## src/rtl/id_ex_pipe.sv

```systemverilog
// ID/EX pipeline register: captures bypassed operands, decoded fields and control for EX,
// detects load-use hazards (stalling for LU_BUBBLES cycles) and honours branch flush.
module id_ex_pipe #(
    parameter int XLEN       = 32,
    parameter int CTRL_W     = 8,
    parameter int LU_BUBBLES = 1     // 1..3
) (
    input  logic              clk,
    input  logic              rst_n,
    input  logic              IF_ID_valid,
    input  logic [XLEN-1:0]   IF_ID_pc,
    input  logic [4:0]        ID_Rs1,
    input  logic [4:0]        ID_Rs2,
    input  logic [4:0]        ID_Rd,
    input  logic [XLEN-1:0]   ID_imm,
    input  logic [CTRL_W-1:0] ID_ctrl,
    input  logic              ID_RegWrite,
    input  logic              ID_MemRead,
    input  logic [XLEN-1:0]   RData1,
    input  logic [XLEN-1:0]   RData2,
    input  logic              MEM_WB_RegWrite,
    input  logic [4:0]        RD,
    input  logic [XLEN-1:0]   Write_Data,
    input  logic              flush,
    output logic              stall,
    output logic              ID_EX_valid,
    output logic [XLEN-1:0]   ID_EX_pc,
    output logic [XLEN-1:0]   ID_EX_imm,
    output logic [XLEN-1:0]   ID_EX_A,
    output logic [XLEN-1:0]   ID_EX_B,
    output logic [4:0]        ID_EX_Rs1,
    output logic [4:0]        ID_EX_Rs2,
    output logic [4:0]        ID_EX_Rd,
    output logic [CTRL_W-1:0] ID_EX_ctrl,
    output logic              ID_EX_RegWrite,
    output logic              ID_EX_MemRead
);

    localparam logic [0:0] ST_RUN   = 1'b0;
    localparam logic [0:0] ST_STALL = 1'b1;

    logic [0:0]        state_q, state_d;
    logic [1:0]        cnt_q, cnt_d;
    logic              hazard;
    logic              load_instr;
    logic [XLEN-1:0]   op_a, op_b;

    logic              valid_q, valid_d;
    logic [XLEN-1:0]   pc_q, pc_d;
    logic [XLEN-1:0]   imm_q, imm_d;
    logic [XLEN-1:0]   a_q, a_d;
    logic [XLEN-1:0]   b_q, b_d;
    logic [4:0]        rs1_q, rs1_d;
    logic [4:0]        rs2_q, rs2_d;
    logic [4:0]        rd_q, rd_d;
    logic [CTRL_W-1:0] ctrl_q, ctrl_d;
    logic              regwrite_q, regwrite_d;
    logic              memread_q, memread_d;

    // The register file write lands on the next edge, so same-cycle writeback is forwarded here.
    always_comb begin
        if (ID_Rs1 == 5'd0)
            op_a = '0;
        else if (MEM_WB_RegWrite && (RD != 5'd0) && (RD == ID_Rs1))
            op_a = Write_Data;
        else
            op_a = RData1;
    end

    always_comb begin
        if (ID_Rs2 == 5'd0)
            op_b = '0;
        else if (MEM_WB_RegWrite && (RD != 5'd0) && (RD == ID_Rs2))
            op_b = Write_Data;
        else
            op_b = RData2;
    end

    assign hazard = IF_ID_valid & valid_q & memread_q & (rd_q != 5'd0) &
                    ((rd_q == ID_Rs1) | (rd_q == ID_Rs2));

    assign stall = ~flush & (((state_q == ST_RUN) & hazard) | (state_q == ST_STALL));

    always_comb begin
        state_d    = state_q;
        cnt_d      = cnt_q;
        load_instr = 1'b0;
        if (flush) begin
            state_d = ST_RUN;
            cnt_d   = 2'd0;
        end else if (state_q == ST_STALL) begin
            cnt_d = cnt_q - 2'd1;
            if (cnt_q == 2'd1)
                state_d = ST_RUN;
        end else if (hazard) begin
            // A single bubble needs no extra state; longer penalties count down in STALL.
            if (LU_BUBBLES > 1) begin
                state_d = ST_STALL;
                cnt_d   = 2'(LU_BUBBLES - 1);
            end
        end else begin
            load_instr = IF_ID_valid;
        end
    end

    // Anything other than a clean advance loads an all-zero bubble.
    always_comb begin
        valid_d    = 1'b0;
        pc_d       = '0;
        imm_d      = '0;
        a_d        = '0;
        b_d        = '0;
        rs1_d      = '0;
        rs2_d      = '0;
        rd_d       = '0;
        ctrl_d     = '0;
        regwrite_d = 1'b0;
        memread_d  = 1'b0;
        if (load_instr) begin
            valid_d    = 1'b1;
            pc_d       = IF_ID_pc;
            imm_d      = ID_imm;
            a_d        = op_a;
            b_d        = op_b;
            rs1_d      = ID_Rs1;
            rs2_d      = ID_Rs2;
            rd_d       = ID_Rd;
            ctrl_d     = ID_ctrl;
            regwrite_d = ID_RegWrite;
            memread_d  = ID_MemRead;
        end
    end

    always_ff @(posedge clk or negedge rst_n) begin
        if (!rst_n) begin
            state_q    <= ST_RUN;
            cnt_q      <= 2'd0;
            valid_q    <= 1'b0;
            pc_q       <= '0;
            imm_q      <= '0;
            a_q        <= '0;
            b_q        <= '0;
            rs1_q      <= '0;
            rs2_q      <= '0;
            rd_q       <= '0;
            ctrl_q     <= '0;
            regwrite_q <= 1'b0;
            memread_q  <= 1'b0;
        end else begin
            state_q    <= state_d;
            cnt_q      <= cnt_d;
            valid_q    <= valid_d;
            pc_q       <= pc_d;
            imm_q      <= imm_d;
            a_q        <= a_d;
            b_q        <= b_d;
            rs1_q      <= rs1_d;
            rs2_q      <= rs2_d;
            rd_q       <= rd_d;
            ctrl_q     <= ctrl_d;
            regwrite_q <= regwrite_d;
            memread_q  <= memread_d;
        end
    end

    assign ID_EX_valid    = valid_q;
    assign ID_EX_pc       = pc_q;
    assign ID_EX_imm      = imm_q;
    assign ID_EX_A        = a_q;
    assign ID_EX_B        = b_q;
    assign ID_EX_Rs1      = rs1_q;
    assign ID_EX_Rs2      = rs2_q;
    assign ID_EX_Rd       = rd_q;
    assign ID_EX_ctrl     = ctrl_q;
    assign ID_EX_RegWrite = regwrite_q;
    assign ID_EX_MemRead  = memread_q;

endmodule

```

## config.mk

```make
export PLATFORM = sky130hd
export DESIGN_NAME = id_ex_pipe
export DESIGN_NICKNAME = d
export VERILOG_FILES = /design/src/rtl/id_ex_pipe.sv
export SDC_FILE = /design/constraint.sdc
export NUM_CORES = 1
export LEC_CHECK = 0
export BUFFER_PORTS_ARGS = -buffer_cell sky130_fd_sc_hd__buf_4
export CAP_MARGIN = 25
export CELL_PAD_IN_SITES_DETAIL_PLACEMENT = 1
export CELL_PAD_IN_SITES_GLOBAL_PLACEMENT = 1
export CORE_ASPECT_RATIO = 0.7
export CORE_MARGIN = 10
export CORE_UTILIZATION = 34
export DETAILED_ROUTE_END_ITERATION = 6
export PLACE_DENSITY = 0.85
export SLEW_MARGIN = 20
export SYNTH_ARGS = -nofsm -noshare
export SYNTH_HDL_FRONTEND = slang
export SYNTH_SLANG_ARGS = --single-unit
export TNS_END_PERCENT = 100
```

## constraint.sdc

```tcl
create_clock -name clk -period 2.25 [get_ports clk]
set_input_delay 0.225 -clock clk [delete_from_list [all_inputs] [get_ports clk]]
set_output_delay 0.225 -clock clk [all_outputs]
set_load 0.005 [all_outputs]
```

==> impl_metrics.ini, run 1 <==
[detailed_routing]
routed_wl_um = 25800
remaining_drc_errors = 0
drt_first_pass_iters = 4
final_antenna_net_count = 0
detail_route.wl_per_cell_um = 23.2
routed_via_density = 4.62
drt-initial-drc-count = 209
vias = 5144

[floorplan]
fp-row-count = 41
floorplan.io_pins = 350
die-height_um = 134
initial_core_util_pct = 34.9
die_w_um = 183
core_um2 = 18100
fp.dieArea_um2 = 24500

[timing]
post-route-period-util_pct = 89.2
final-max-slew-violation-count = 0
timing.setup.tns_ns = 0
hold_violations = 0
final.min_clock_period_ns = 2.01
timing_worst_slew_pin_value_ns = 0.491
finalSetupViolCount = 0
worst_slew_margin_rel_pct = 67.2
fin_hold_ws_ns = 0.0233
clock-skew-final_ns = 0.0138
max_clock_freq_mhz = 498
setup_ws_ns = 0.243
rsz0062_at_grt = false

[critical_path]
critPathLaunchType = register
cp-startpoint = ID_EX_Rd[0]$_DFF_PN0_
cp-end-kind = output pin
rr_worst_depth = 7
timing_worst_setup_path_type = register to output pin
crit_required_ns = 2.03
cells_along_the_critical_path = xnor2_1 > nand3_1 > o22ai_1 > a21oi_1 > nor2_1 > buf_4
reg2reg_setup_slack_ns = 0.31
crit_arrival_ns = 1.78
cp_slowest_cell = sky130_fd_sc_hd__dfrtp_1
slowest_delay_ns = 0.43
r2r_start = ID_EX_Rd[0]$_DFF_PN0_
r2r_end = ID_EX_pc[22]$_DFF_PN0_
cp_max_fo = 4

[synthesis]
yosys_register_bits = 157
area_share_of_the_largest_cell_type_after_synthesis_pct = 62.2
ys_top_cells_by_area = sky130_fd_sc_hd__dfrtp_1, sky130_fd_sc_hd__mux2i_1, sky130_fd_sc_hd__nor3_2
synth.yosys.seq_area_share_pct = 62.2
syn-cell-area_um2 = 6310
netlist-cell-type-count = 23
count_of_mapped_cells_out_of_synthesis = 453
synth_nets = 649
post-synth-top-area-cell = sky130_fd_sc_hd__dfrtp_1
yosysWarningCount = 0
synth_area_per_cell_um2 = 13.9

[clock_network]
clock_tree_from_tritoncts = done
ctsRootBufferMaster = sky130_fd_sc_hd__clkbuf_16
cts.sink_count = 157
worst_skew_pair.late_latency_ns = 0.42
post-cts-setup-buffers = 0
numCtsBuffers = 17
h_tree_depth = 4
cts_resized = 0
clk_transition_reported_paths_ns = 0.07
clockBufferDepth = 2

[outcome]
run_status = completed

[job]
cap_violations = 0

[layout]
drive_gt1_share_pct = 52.6
most_frequent_cells_in_the_layout = sky130_fd_sc_hd__buf_4, sky130_fd_sc_hd__dfrtp_1, sky130_fd_sc_hd__and2_1
num-nets-final = 1058
area_delta_synth_final_pct = 66.0
final_instance_count_without_filler_cells = 1113
finalInstanceArea_um2 = 10500
layout_commonest_cell = sky130_fd_sc_hd__buf_4
filler_cell_count = 1837

[placement]
detailed_place_hpwl_um = 18700
io_buffer_count = 349
post_dp_cell_area_um2 = 9280
placed_cells = 1021
weighted_congestion_reported_at_the_end_of_routability_driven_placement = 0.782
place_worst_setup_slack_ns = 0.325

[worst_hold_path]
min_to = ID_EX_ctrl[0]$_DFF_PN0_
hold_depth = 2
min-delay-path-class = primary input to register
worst_hold_startpoint = ID_ctrl[0]

[pwr]
power.static_leakage_nw = 5.10
p_per_area_nw_per_um2 = 660
vdd_drop_max_mv = 0.460

[global_routing]
grt_remaining_overflow = 0
gr-usage-all-layers_pct = 20.5
grt_antenna_before_repair = 3
grt_start_max_net_pins = 56
first_global_vias = 5902
first_pass_grt_wire_length_um = 38300
[worst max-delay path: cells and delay by family, from the launching register on]
| family | cells | cell delay, ns |
|---|---|---|
| AO/OA/AOI/OAI | 2 | 0.39 |
| XOR/XNOR | 1 | 0.19 |
| buffers and inverters | 1 | 0.13 |
| flip-flops | 1 | 0.43 |
| AND/OR/NAND/NOR | 2 | 0.22 |
[registers in the layout, indices dropped and copies added (netlist names)]
name	cells
ID_EX_RegWrite	1
ID_EX_imm	32
ID_EX_ctrl	8
ID_EX_Rs2	5
ID_EX_Rs1	5
ID_EX_MemRead	1
cnt_q	2
ID_EX_pc	32
ID_EX_B	32
ID_EX_valid	1
ID_EX_Rd	5
state_q	1
ID_EX_A	32
[final cells by class]
| type | count | area, um^2 | share of cell area, % |
|---|---|---|---|
| antenna | 2 | 5.00 | 0.0477 |
| clock buffer | 18 | 439 | 4.19 |
| clock inverter | 14 | 174 | 1.66 |
| inverter | 2 | 7.51 | 0.0716 |
| multi-input combinational | 266 | 2230 | 21.3 |
| sequential | 157 | 3930 | 37.5 |
| tap | 236 | 295 | 2.82 |
| timing repair buffer | 418 | 3400 | 32.4 |
[kinds of logic (layout without fill, tap and decap cells)]
family                   after synthesis  count (layout)  share of synthesized area, %
other                                  0               2                             0
multiplexers                          65              65                          10.3
buffers and inverters                 30             452                          2.77
AND/OR/NAND/NOR                      174             174                          20.9
adder cells (fa/ha/maj)                1               1                         0.198
AO/OA/AOI/OAI                          5               5                         0.674
flip-flops                           157             157                          62.2
XOR/XNOR                              21              21                          2.91
[cells in the mapped netlist, drive strengths merged]
cell type  number
dfrtp         157
and2           89
mux2i          65
nor3           65
buf            20
xnor2          17
clkbuf          8
nor2            6
nand3           5
xor2            4
or4             3
a21oi           2
inv             2
nand2           2
nor3b           2
nor4            2
a21bo           1
ha              1
o21ai           1
o22ai           1
[power breakdown]
part           internal (mW)  switching (mW)  total (mW)  leakage [nW]
registers               2.93          0.0405        2.97          2.11
clock network           1.63            1.36        2.99         0.302
logic                  0.554           0.408       0.961          2.69
total                   5.11            1.80        6.92          5.10
[metal layers]
layer | vias to the layer above | wire length, um | global-route usage [%]
li1 | 2329 | - | -
met3 | 18 | 2260 | 8.01
met4 | 0 | 306 | 5.10
met1 | 2584 | 9510 | 22.3
met5 | - | 0 | 0
met2 | 213 | 13700 | 36.6
[worst max-delay path by stage]
stage                            endpoint  slack, ns  depth (start not counted)
finish                              stall       0.24                          6
global route                        stall       0.11                          6
CTS                                 stall       0.22                          6
detailed placement  ID_EX_pc[6]$_DFF_PN0_       0.32                          7
global placement    ID_EX_B[19]$_DFF_PN0_       0.41                          7
floorplan            ID_EX_A[0]$_DFF_PN0_       0.63                          7
[metrics by stage]
stage | util, % | power, mW
2_1_floorplan | - | 3.27
3_3_place_gp | 51.3 | 3.87
3_5_place_dp | 51.3 | 3.90
4_1_cts | 57.7 | 6.96
5_1_grt | 57.9 | 7.18
6_report | 57.9 | 6.92
[repair_timing]
item / CTS / global route
setup endpoints to repair: 0 / 0
endpoints found under the hold margin: 97 / 2
hold buffers: 56 / 2
Power figures use the tool's default switching activity.
==> inputs of run 2 (changes only) <==
Settings changed: CORE_UTILIZATION 34 to 36, PLACE_DENSITY 0.85 to 0.89.
Clock period 2.25 ns to 2.4 ns, I/O delays scaled along.
==> run 2 against run 1 <==
Net effect:
- clock skew down 0.0036 ns
- register-to-register slack better by 0.18 ns
- via count down 5.8%
- sequential share of layout area up 2.4 points
- worst hold slack worse by 0.0019 ns
- die area down 4.8%
- worst setup slack better by 0.13 ns
- clock power down 9.7%
- cell count down 5.8%
- critical path depth unchanged
- critical path type unchanged
- largest power group is now registers
==> impl_metrics.ini, run 2 (same netlist as run 1, synthesis figures left out) <==
[outcome]
run_status = completed

[clock_network]
clockBufferDepth = 2
numCtsBuffers = 17
clk_transition_reported_paths_ns = 0.07
cts.sink_count = 157
post-cts-setup-buffers = 0
ctsRootBufferMaster = sky130_fd_sc_hd__clkbuf_16
h_tree_depth = 4
worst_skew_pair.late_latency_ns = 0.42
clock_tree_from_tritoncts = done

[timing]
timing_worst_slew_pin_value_ns = 0.557
clock-skew-final_ns = 0.0103
final-max-slew-violation-count = 0
hold_violations = 0
final.min_clock_period_ns = 2.02
rsz0062_at_grt = false
setup_ws_ns = 0.375
max_clock_freq_mhz = 494
finalSetupViolCount = 0
timing.setup.tns_ns = 0
worst_slew_margin_rel_pct = 62.9
post-route-period-util_pct = 84.4

[floorplan]
floorplan.io_pins = 350
fp-row-count = 40
core_um2 = 17200
die-height_um = 131
fp.dieArea_um2 = 23300
die_w_um = 178
initial_core_util_pct = 36.8

[critical_path]
cp_slowest_cell = sky130_fd_sc_hd__dfrtp_1
crit_required_ns = 2.16
timing_worst_setup_path_type = register to output pin
critical-path-top-delay-family = flip-flops
cp-startpoint = ID_EX_Rd[0]$_DFF_PN0_
cp_max_fo = 4
slowest_delay_ns = 0.46
worst-path-buf-inv = 1
cp-end-kind = output pin
crit_arrival_ns = 1.78
critical_path.endpoint = stall
r2r_end = ID_EX_imm[28]$_DFF_PN0_
timing.critical_path.depth = 6
critPathLaunchType = register
reg2reg_setup_slack_ns = 0.49
cells_along_the_critical_path = xnor2_1 > nand3_1 > o22ai_1 > a21oi_1 > nor2_1 > buf_4
rr_worst_depth = 7
r2r_start = ID_EX_Rd[0]$_DFF_PN0_

[pwr]
p_per_area_nw_per_um2 = 638
power.static_leakage_nw = 4.84
power_consumption_mw = 6.29
vdd_drop_max_mv = 0.362

[job]
cap_violations = 0

[layout]
num-nets-final = 1000
drive_gt1_share_pct = 56.1
area_delta_synth_final_pct = 56.0
most_frequent_cells_in_the_layout = sky130_fd_sc_hd__buf_4, sky130_fd_sc_hd__dfrtp_1, sky130_fd_sc_hd__and2_1
diodes = 0
layout_commonest_cell = sky130_fd_sc_hd__buf_4

[placement]
detailed_place_hpwl_um = 19000
weighted_congestion_reported_at_the_end_of_routability_driven_placement = 0.766
place_worst_setup_slack_ns = 0.502
io_buffer_count = 349

[global_routing]
first_pass_grt_wire_length_um = 35300
gr-usage-all-layers_pct = 20.2
grt_remaining_overflow = 0
first_global_vias = 5610
grt_start_max_net_pins = 69
grt_antenna_before_repair = 0

[worst_hold_path]
min-delay-path-class = primary input to register

[detailed_routing]
vias = 4848
detail_route.wl_per_cell_um = 23.0
remaining_drc_errors = 0
drt-initial-drc-count = 324
final_antenna_net_count = 0
drt_first_pass_iters = 4
routed_wl_um = 24100
routed_via_density = 4.63
run 2: cell count changes in the layout (fill, tap and decap cells not counted):
cell / delta
sky130_fd_sc_hd__inv_8: -3
sky130_fd_sc_hd__clkinv_4: -1
sky130_fd_sc_hd__inv_6: +3
sky130_fd_sc_hd__buf_12: -1
sky130_fd_sc_hd__dlygate4sd3_1: -56
sky130_fd_sc_hd__clkinv_2: +1
sky130_fd_sc_hd__buf_4: -1
sky130_fd_sc_hd__diode_2: -2
sky130_fd_sc_hd__clkinvlp_4: +2
sky130_fd_sc_hd__clkinv_8: -2
run 2: timing repair:
item,CTS,global route
hold buffers,2,0
gates resized for setup,0,0
hold endpoints to repair,54,0
run 2: worst reg2reg max path, delay by kind of cell (launching register included):
| family | cells | cell delay, ns |
|---|---|---|
| buf+inv | 2 | 0.36 |
| flops | 1 | 0.46 |
| compound gates | 2 | 0.45 |
| simple gates | 2 | 0.32 |
| xor+xnor | 1 | 0.22 |
run 2: cell type report:
class,instances,area (um^2)
Fill cell,1770,7310
Sequential cell,157,3930
Timing Repair Buffer,360,2810
Multi-Input combinational cell,266,2230
Clock buffer,18,439
Tap cell,231,289
Clock inverter,14,145
Inverter,2,7.51
run 2: metrics by stage:
stage          instances  hold WS [ns]  utilization (%)  cell area [um^2]
4_1_cts             1048       0.00103             57.4              9850
3_3_place_gp        1014         0.232             53.9              9250
3_5_place_dp        1014         0.237             53.9              9250
2_1_floorplan        453       -0.0556                -              6310
6_report            1048        0.0214             57.4              9850
5_1_grt             1048       0.00628             57.4              9850
run 2: power breakdown:
part	switching (mW)	leakage [nW]	internal, mW
Sequential	0.0381	2.11	2.75
Combinational	0.355	2.44	0.455
Clock	1.20	0.284	1.50
run 2: layer usage:
metal  wire length (um)  track usage, %  vias up
li1                   -               -     2211
met1               8780            21.9     2416
met2              12900            36.7      202
met3               2150            7.68       19
met4                216            4.75        0
met5                  0               0        -
run 2: worst min-delay path by stage:
stage / from / endpoint / depth (start not counted)
floorplan: rst_n / ID_EX_A[0]$_DFF_PN0_ / 0
global placement: rst_n / ID_EX_A[15]$_DFF_PN0_ / 1
detailed placement: rst_n / ID_EX_B[15]$_DFF_PN0_ / 1
CTS: ID_imm[12] / ID_EX_imm[12]$_DFF_PN0_ / 2
global route: IF_ID_pc[3] / ID_EX_pc[3]$_DFF_PN0_ / 2
finish: IF_ID_pc[21] / ID_EX_pc[21]$_DFF_PN0_ / 2
